==> config.mk <==
export PLATFORM = sky130hd
export DESIGN_NAME = cmux2_dec2_flopenr
export DESIGN_NICKNAME = d
export VERILOG_FILES = /design/src/rtl/cmux2_dec2_flopenr_pkg.sv /design/src/rtl/cmux2.sv /design/src/rtl/dec2.sv /design/src/rtl/flopenr.sv /design/src/rtl/cmux2_dec2_flopenr.sv
export SDC_FILE = /design/constraint.sdc
export NUM_CORES = 1
export LEC_CHECK = 0
export ABC_AREA = 1
export BUFFER_PORTS_ARGS = -buffer_cell sky130_fd_sc_hd__buf_2
export CORE_ASPECT_RATIO = 1.75
export CORE_MARGIN = 2
export CORE_UTILIZATION = 31
export DETAILED_ROUTE_END_ITERATION = 10
export GPL_TIMING_DRIVEN = 0
export PLACE_DENSITY = 0.82
export RECOVER_POWER = 100
export SLEW_MARGIN = 20
export SYNTH_ARGS = -nofsm -noshare
export SYNTH_HDL_FRONTEND = slang
export SYNTH_SLANG_ARGS = --single-unit
==> constraint.sdc <==
create_clock -name ph1 -period 0.8 [get_ports ph1]
set_input_delay 0.08 -clock ph1 [delete_from_list [all_inputs] [get_ports ph1]]
set_output_delay 0.08 -clock ph1 [all_outputs]
set_load 0.03 [all_outputs]
==> src/rtl/cmux2_dec2_flopenr_pkg.sv <==
// Shared constants for the swap-mux / decoder / enabled-register primitive bundle.
// No state, no latency, no flow control.
package cmux2_dec2_flopenr_pkg;
  localparam int WIDTH_DEF      = 8;
  localparam int CMUX_WIDTH_DEF = 32;
  localparam int DEC_IN_W       = 2;
  localparam int DEC_OUT_W      = 4;
  localparam logic FLOP_RST_BIT = 1'b0;

  function automatic logic [DEC_OUT_W-1:0] dec_onehot(input logic [DEC_IN_W-1:0] a);
    dec_onehot    = '0;
    dec_onehot[a] = 1'b1;
  endfunction
endpackage

==> src/rtl/cmux2.sv <==
// Crossed 2-way mux: cm_s swaps which input feeds each output.
// Combinational, zero latency; no backpressure.
module cmux2 #(
  parameter int WIDTH = 32
) (
  input  logic [WIDTH-1:0] d0,
  input  logic [WIDTH-1:0] d1,
  input  logic             s,
  output logic [WIDTH-1:0] y0,
  output logic [WIDTH-1:0] y1
);
  assign y0 = s ? d1 : d0;
  assign y1 = s ? d0 : d1;
endmodule

==> src/rtl/dec2.sv <==
// 2-to-4 one-hot decoder.
// Combinational, zero latency; no backpressure.
module dec2
  import cmux2_dec2_flopenr_pkg::*;
(
  input  logic [DEC_IN_W-1:0]  a,
  output logic [DEC_OUT_W-1:0] y
);
  assign y = dec_onehot(a);
endmodule

==> src/rtl/flopenr.sv <==
// Enabled register with synchronous active-high reset (reset beats enable).
// One-cycle latency; holds value when en is low.
module flopenr
  import cmux2_dec2_flopenr_pkg::*;
#(
  parameter int WIDTH = WIDTH_DEF
) (
  input  logic             clk,
  input  logic             reset,
  input  logic             en,
  input  logic [WIDTH-1:0] d,
  output logic [WIDTH-1:0] q
);
  logic [WIDTH-1:0] r_q;

  always_ff @(posedge clk) begin
    if (reset)   r_q <= {WIDTH{FLOP_RST_BIT}};
    else if (en) r_q <= d;
  end

  assign q = r_q;
endmodule

==> src/rtl/cmux2_dec2_flopenr.sv <==
// Wrapper exposing cmux2, dec2 and flopenr; PRIMS_CHECK_EN adds simulation-only X/one-hot checks.
// Mux/decoder are zero-latency, register is one cycle; no backpressure.
module cmux2_dec2_flopenr
  import cmux2_dec2_flopenr_pkg::*;
#(
  parameter int WIDTH      = WIDTH_DEF,
  parameter int CMUX_WIDTH = CMUX_WIDTH_DEF
) (
  input  logic                  ph1,
  input  logic                  ph2,
  input  logic                  reset,
  input  logic                  en,
  input  logic [WIDTH-1:0]      d,
  output logic [WIDTH-1:0]      q,
  input  logic [CMUX_WIDTH-1:0] cm_d0,
  input  logic [CMUX_WIDTH-1:0] cm_d1,
  input  logic                  cm_s,
  output logic [CMUX_WIDTH-1:0] cm_y0,
  output logic [CMUX_WIDTH-1:0] cm_y1,
  input  logic [DEC_IN_W-1:0]   dec_a,
  output logic [DEC_OUT_W-1:0]  dec_y
);
  // ph2 exists only so this wrapper drops into two-phase netlists unchanged.
  logic w_ph2_unused;
  assign w_ph2_unused = ph2;

  cmux2 #(.WIDTH(CMUX_WIDTH)) u_cmux2 (
    .d0 (cm_d0),
    .d1 (cm_d1),
    .s  (cm_s),
    .y0 (cm_y0),
    .y1 (cm_y1)
  );

  dec2 u_dec2 (
    .a (dec_a),
    .y (dec_y)
  );

  flopenr #(.WIDTH(WIDTH)) u_flopenr (
    .clk   (ph1),
    .reset (reset),
    .en    (en),
    .d     (d),
    .q     (q)
  );

`ifdef PRIMS_CHECK_EN
  always @(posedge ph1) begin
    if (reset === 1'b0) begin
      if ($isunknown(cm_s) || $isunknown(dec_a))
        $error("prims: X/Z on cm_s or dec_a out of reset");
      if ($isunknown(en))
        $error("prims: X/Z on en at ph1 edge out of reset");
    end
    if (!$isunknown(dec_a) && !$onehot(dec_y))
      $error("prims: dec_y not one-hot (%b)", dec_y);
  end
`else
`endif
endmodule

# Yosys cells after proc, flatten, opt, wreduce, memory -nomap -nowiden
# Cells that the tools add are included.
totals:
  regBits: 8
  inputBits: 79
  out_inout_bits: 76
  wordCells: 8
classes:
  order_cmp: 2
  muxes: 4
  n_reduce_logical: 1
op_table:
  columns: ["op", "n"]
  rows:
  - ["$mux 32", 2]
  - ["$lt 2x3->1 const B", 1]
  - ["$demux 1 s2", 1]
  - ["$ge 2x1->1 const B", 1]
  - ["$logic_and 1x1->1", 1]
  - ["$mux 1", 1]

# Logic depth before layout (Yosys ltp)
depth:
  ltp_word: 4
  ltp_mapped: 5
  ltp_nobuf: 4

# Modules after synthesis
# From an unflattened synthesis, not the netlist that was laid out.
hier_totals:
  hier_cells: 264
  hier_area_um2: 1212.4
modules_own_cells:
  columns: ["module", "instances", "cells_each", "area_per_inst_um2", "seq_area_each_um2"]
  rows:
  - ["cmux2", 1, 206, 844.6, 0.0]
  - ["flopenr", 1, 51, 341.6, 160.2]
  - ["dec2", 1, 7, 26.3, 0.0]

# Worst setup path before layout
# OpenSTA, ideal clock, no wires.
synth_timing:
  path_kind: "input -> output"
  from: "input port cm_s"
  to: "output port cm_y1[18]"
  t_arrival_ns: 1.078
  t_required_ns: 0.720
  path_slack_ns: -0.358
  stages: 3
  path_buffers: 2
  path_cell_list: "buf_4 > buf_2 > o21ai_0"
synth_via:
  elab_chain_len: 1
synth_lines:
  columns: ["item", "line_no", "text"]
  rows:
  - ["start, declared", "cmux2_dec2_flopenr.sv:17", "input logic cm_s,"]
  - ["$mux 32", "cmux2.sv:13", "assign y1 = s ? d0 : d1;"]
  - ["end, declared", "cmux2_dec2_flopenr.sv:19", "output logic [CMUX_WIDTH-1:0] cm_y1,"]
# No other way between the ends.

# Final worst setup path
layout_timing:
  from: "register u_flopenr.r_q[1], in the netlist u_flopenr.q[1]"
  to: "output port q[1]"
layout_rtl:
  columns: ["item", "line_no", "text"]
  rows:
  - ["start, declared", "flopenr.sv:14", "logic [WIDTH-1:0] r_q;"]
  - ["start signal, assigned", "flopenr.sv:17", "if (reset) r_q <= {WIDTH{FLOP_RST_BIT}};"]
  - ["end, declared", "cmux2_dec2_flopenr.sv:14", "output logic [WIDTH-1:0] q,"]
# No word-level cell between the ends.

==> run metrics <==
status finished, final reports clean; Final period util 0.9887; GRT overflow 0; Antenna Violating Nets Remaining 0; Overall Power 2.881 mW; reg2reg path depth 2; maximum clock frequency 1264 MHz; CP peak stage delay 0.34 ns; crit-path max FO 2; Num CTS Buffers 3; RR Endpoint u_flopenr.q[3]$_SDFFE_PP0P_; setup bufs post-CTS 0; Seq/Total Area, Yosys 0.1438; share of Yosys cell area claimed by the top area cell type 0.1719; RSZ-0062 raised after global routing yes; max reg flops 8; clock-pin slew on the worst setup and hold paths around 0.040 ns; HP Start d[6]; Post-synth EDFFs 0; first-pass GRT wire length about 8600 µm; Via density 4.748; syn nets just over 300; gr usage total 0.2554; Detailed Place HPWL 4097 µm; vias in the first global route 1942; critical path buffer and inverter count 1; Residual DRC 0; YS warnings 0; number of fill cells 284; Design Area, Final 2465 µm²; final setup vio count 0; Placer Congestion 0.8268; Clock Sinks 8; unique cell type count in the Yosys netlist 10; die height 83.29 µm; Leakage 1.433 nW; antenna violations before repair 0; CTS tree done; Buffers on Ports ~150; max-cap violations 0; synthesized area between 1000 and 1500 µm²; Nets 468; Worst R2R Start u_flopenr.q[3]$_SDFFE_PP0P_; endpoints failing hold 0; Initial Util 0.3277; Std-Cell Rows 28; n_diodes 0; hold endpoint u_flopenr.q[6]$_SDFFE_PP0P_; hold slack final 0.1499 ns; crit path kind reg2out; cell with the most instances after synthesis nor2_1; Peak VDD IR approximately 0.83 mV; CP required 0.72 ns; critical path, cell by cell buf_6; area leader, netlist nor2_1; via count 2051; Die Wd between 40 and 50 µm; Final Max Slew Viols 0; Worst-Margin Slew 0.3673 ns; CORE AREA 3398 µm²; PwrDens 1169 nW/µm²; IO Count 155; Total Wirelength 5647 µm; top cells by count, synth 51 x nor2_1, 49 x nand2_1, 44 x inv_1, 32 x a21oi_1, 31 x o21ai_0; Seq. cell area 160.2 µm²; Post-Syn Area per Cell approximately 4.8 µm²; Worst path slowest cell dfxtp_1; Slew HR 0.7562; Syn Inst Count 232; CTS root buffer clkbuf_8; minimum clock period 0.7910 ns; Fin Clk Skew 0 ns; iteration count of the initial detailed-routing pass 4; crit-path leading delay family flip-flops; layout cells sized above 1 0.5271; placed inst area 2019 µm²; worst-skew pair later-pin latency 0.22 ns; HP Class in2reg; multi-input combinational cell area 879.6 µm²; worst reg2reg setup slack 0.24 ns; hold depth 5; Worst setup SP type flip-flop; Synth Register Bits 8; clk buf depth 2; dominant cells by area after synthesis nor2_1 17%, nand2_1 17%, inv_1 15%; Async SR Flop Fraction 0; H-tree level count 1; Most used DFF post-synth dfxtp_1; Area growth syn-to-layout 121.3%; CP Capture Type output port; initial detailed-routing violation count 42; largest net degree at the start of global routing 12; Wirelength per Cell 13.07 µm; CP arrival 0.71 ns; die outline area 4106 µm²
power by group:
part / switching, mW / internal (mW) / leakage (nW)
clock network: 0.139 / 0.324 / 0.0216
logic: 1.20 / 0.769 / 1.35
registers: 0.0185 / 0.430 / 0.0665
timing repair:
item                                    4_1_cts  5_1_grt
endpoints found under the setup margin       72       55
gates resized for setup                      95       48
hold buffers                                  0        0
cloned                                        1        0
worst reg2reg max path, delay by kind of cell, from the launching register on:
family / cells / cell delay, ns
and+or+nand+nor: 2 / 0.15
DFF: 1 / 0.31
how the worst max path moves through the flow:
stage / start / to / cells past startpoint
3_5_place_dp: cm_s / cm_y1[21] / 5
3_3_place_gp: cm_s / cm_y0[29] / 4
2_1_floorplan: cm_s / cm_y0[10] / 3
6_report: u_flopenr.q[1]$_SDFFE_PP0P_ / q[1] / 1
4_1_cts: u_flopenr.q[4]$_SDFFE_PP0P_ / q[4] / 1
5_1_grt: cm_s / cm_y0[25] / 5
cells in the final DEF, fill, tap and decap left out, drive strengths merged:
cell,Yosys,final
nand2,49,49
o21ai,32,32
clkbuf,1,11
inv,44,44
dfxtp,8,8
nor2,51,51
buf,15,160
a21oi,32,32
kinds of logic (layout without fill, tap and decap cells):
| family | count (synthesis) | in the layout | synth area share |
|---|---|---|---|
| and+or+nand+nor | 100 | 100 | 0.3371 |
| buffers and inverters | 60 | 215 | 0.2315 |
| AOI/OAI and AO/OA | 64 | 64 | 0.2876 |
| DFF | 8 | 8 | 0.1438 |
stage by stage:
| step | utilization | setup slack [ns] | instances | TNS, ns |
|---|---|---|---|---|
| floorplan | - | -0.1700 | 232 | -7.891 |
| global placement | 0.5943 | -0.1456 | 428 | -4.806 |
| detailed placement | 0.5943 | -0.1454 | 428 | -4.960 |
| CTS | 0.6911 | 0.001105 | 432 | 0 |
| global route | 0.7253 | -0.03419 | 432 | -0.3096 |
| finish | 0.7253 | 0.009014 | 432 | 0 |
layout make-up:
cell class | count | share of cell area
Inverter | 44 | 0.06701
Timing Repair Buffer | 152 | 0.3975
Tap cell | 45 | 0.02284
Sequential cell | 8 | 0.06497
Multi-Input combinational cell | 164 | 0.3569
Buffer | 16 | 0.07411
Clock buffer | 3 | 0.01675
per-layer routing:
| layer | wire length [µm] | share of wire | vias to the layer above | track usage |
|---|---|---|---|---|
| li1 | - | - | 1020 | - |
| met1 | 1974 | 0.35 | 922 | 0.2681 |
| met2 | 3158 | 0.56 | 102 | 0.4889 |
| met3 | 460 | 0.081 | 7 | 0.05576 |
| met4 | 54 | 0.0096 | 0 | 0.06753 |
| met5 | 0 | 0 | - | 0 |
Power figures use the tool's default switching activity.
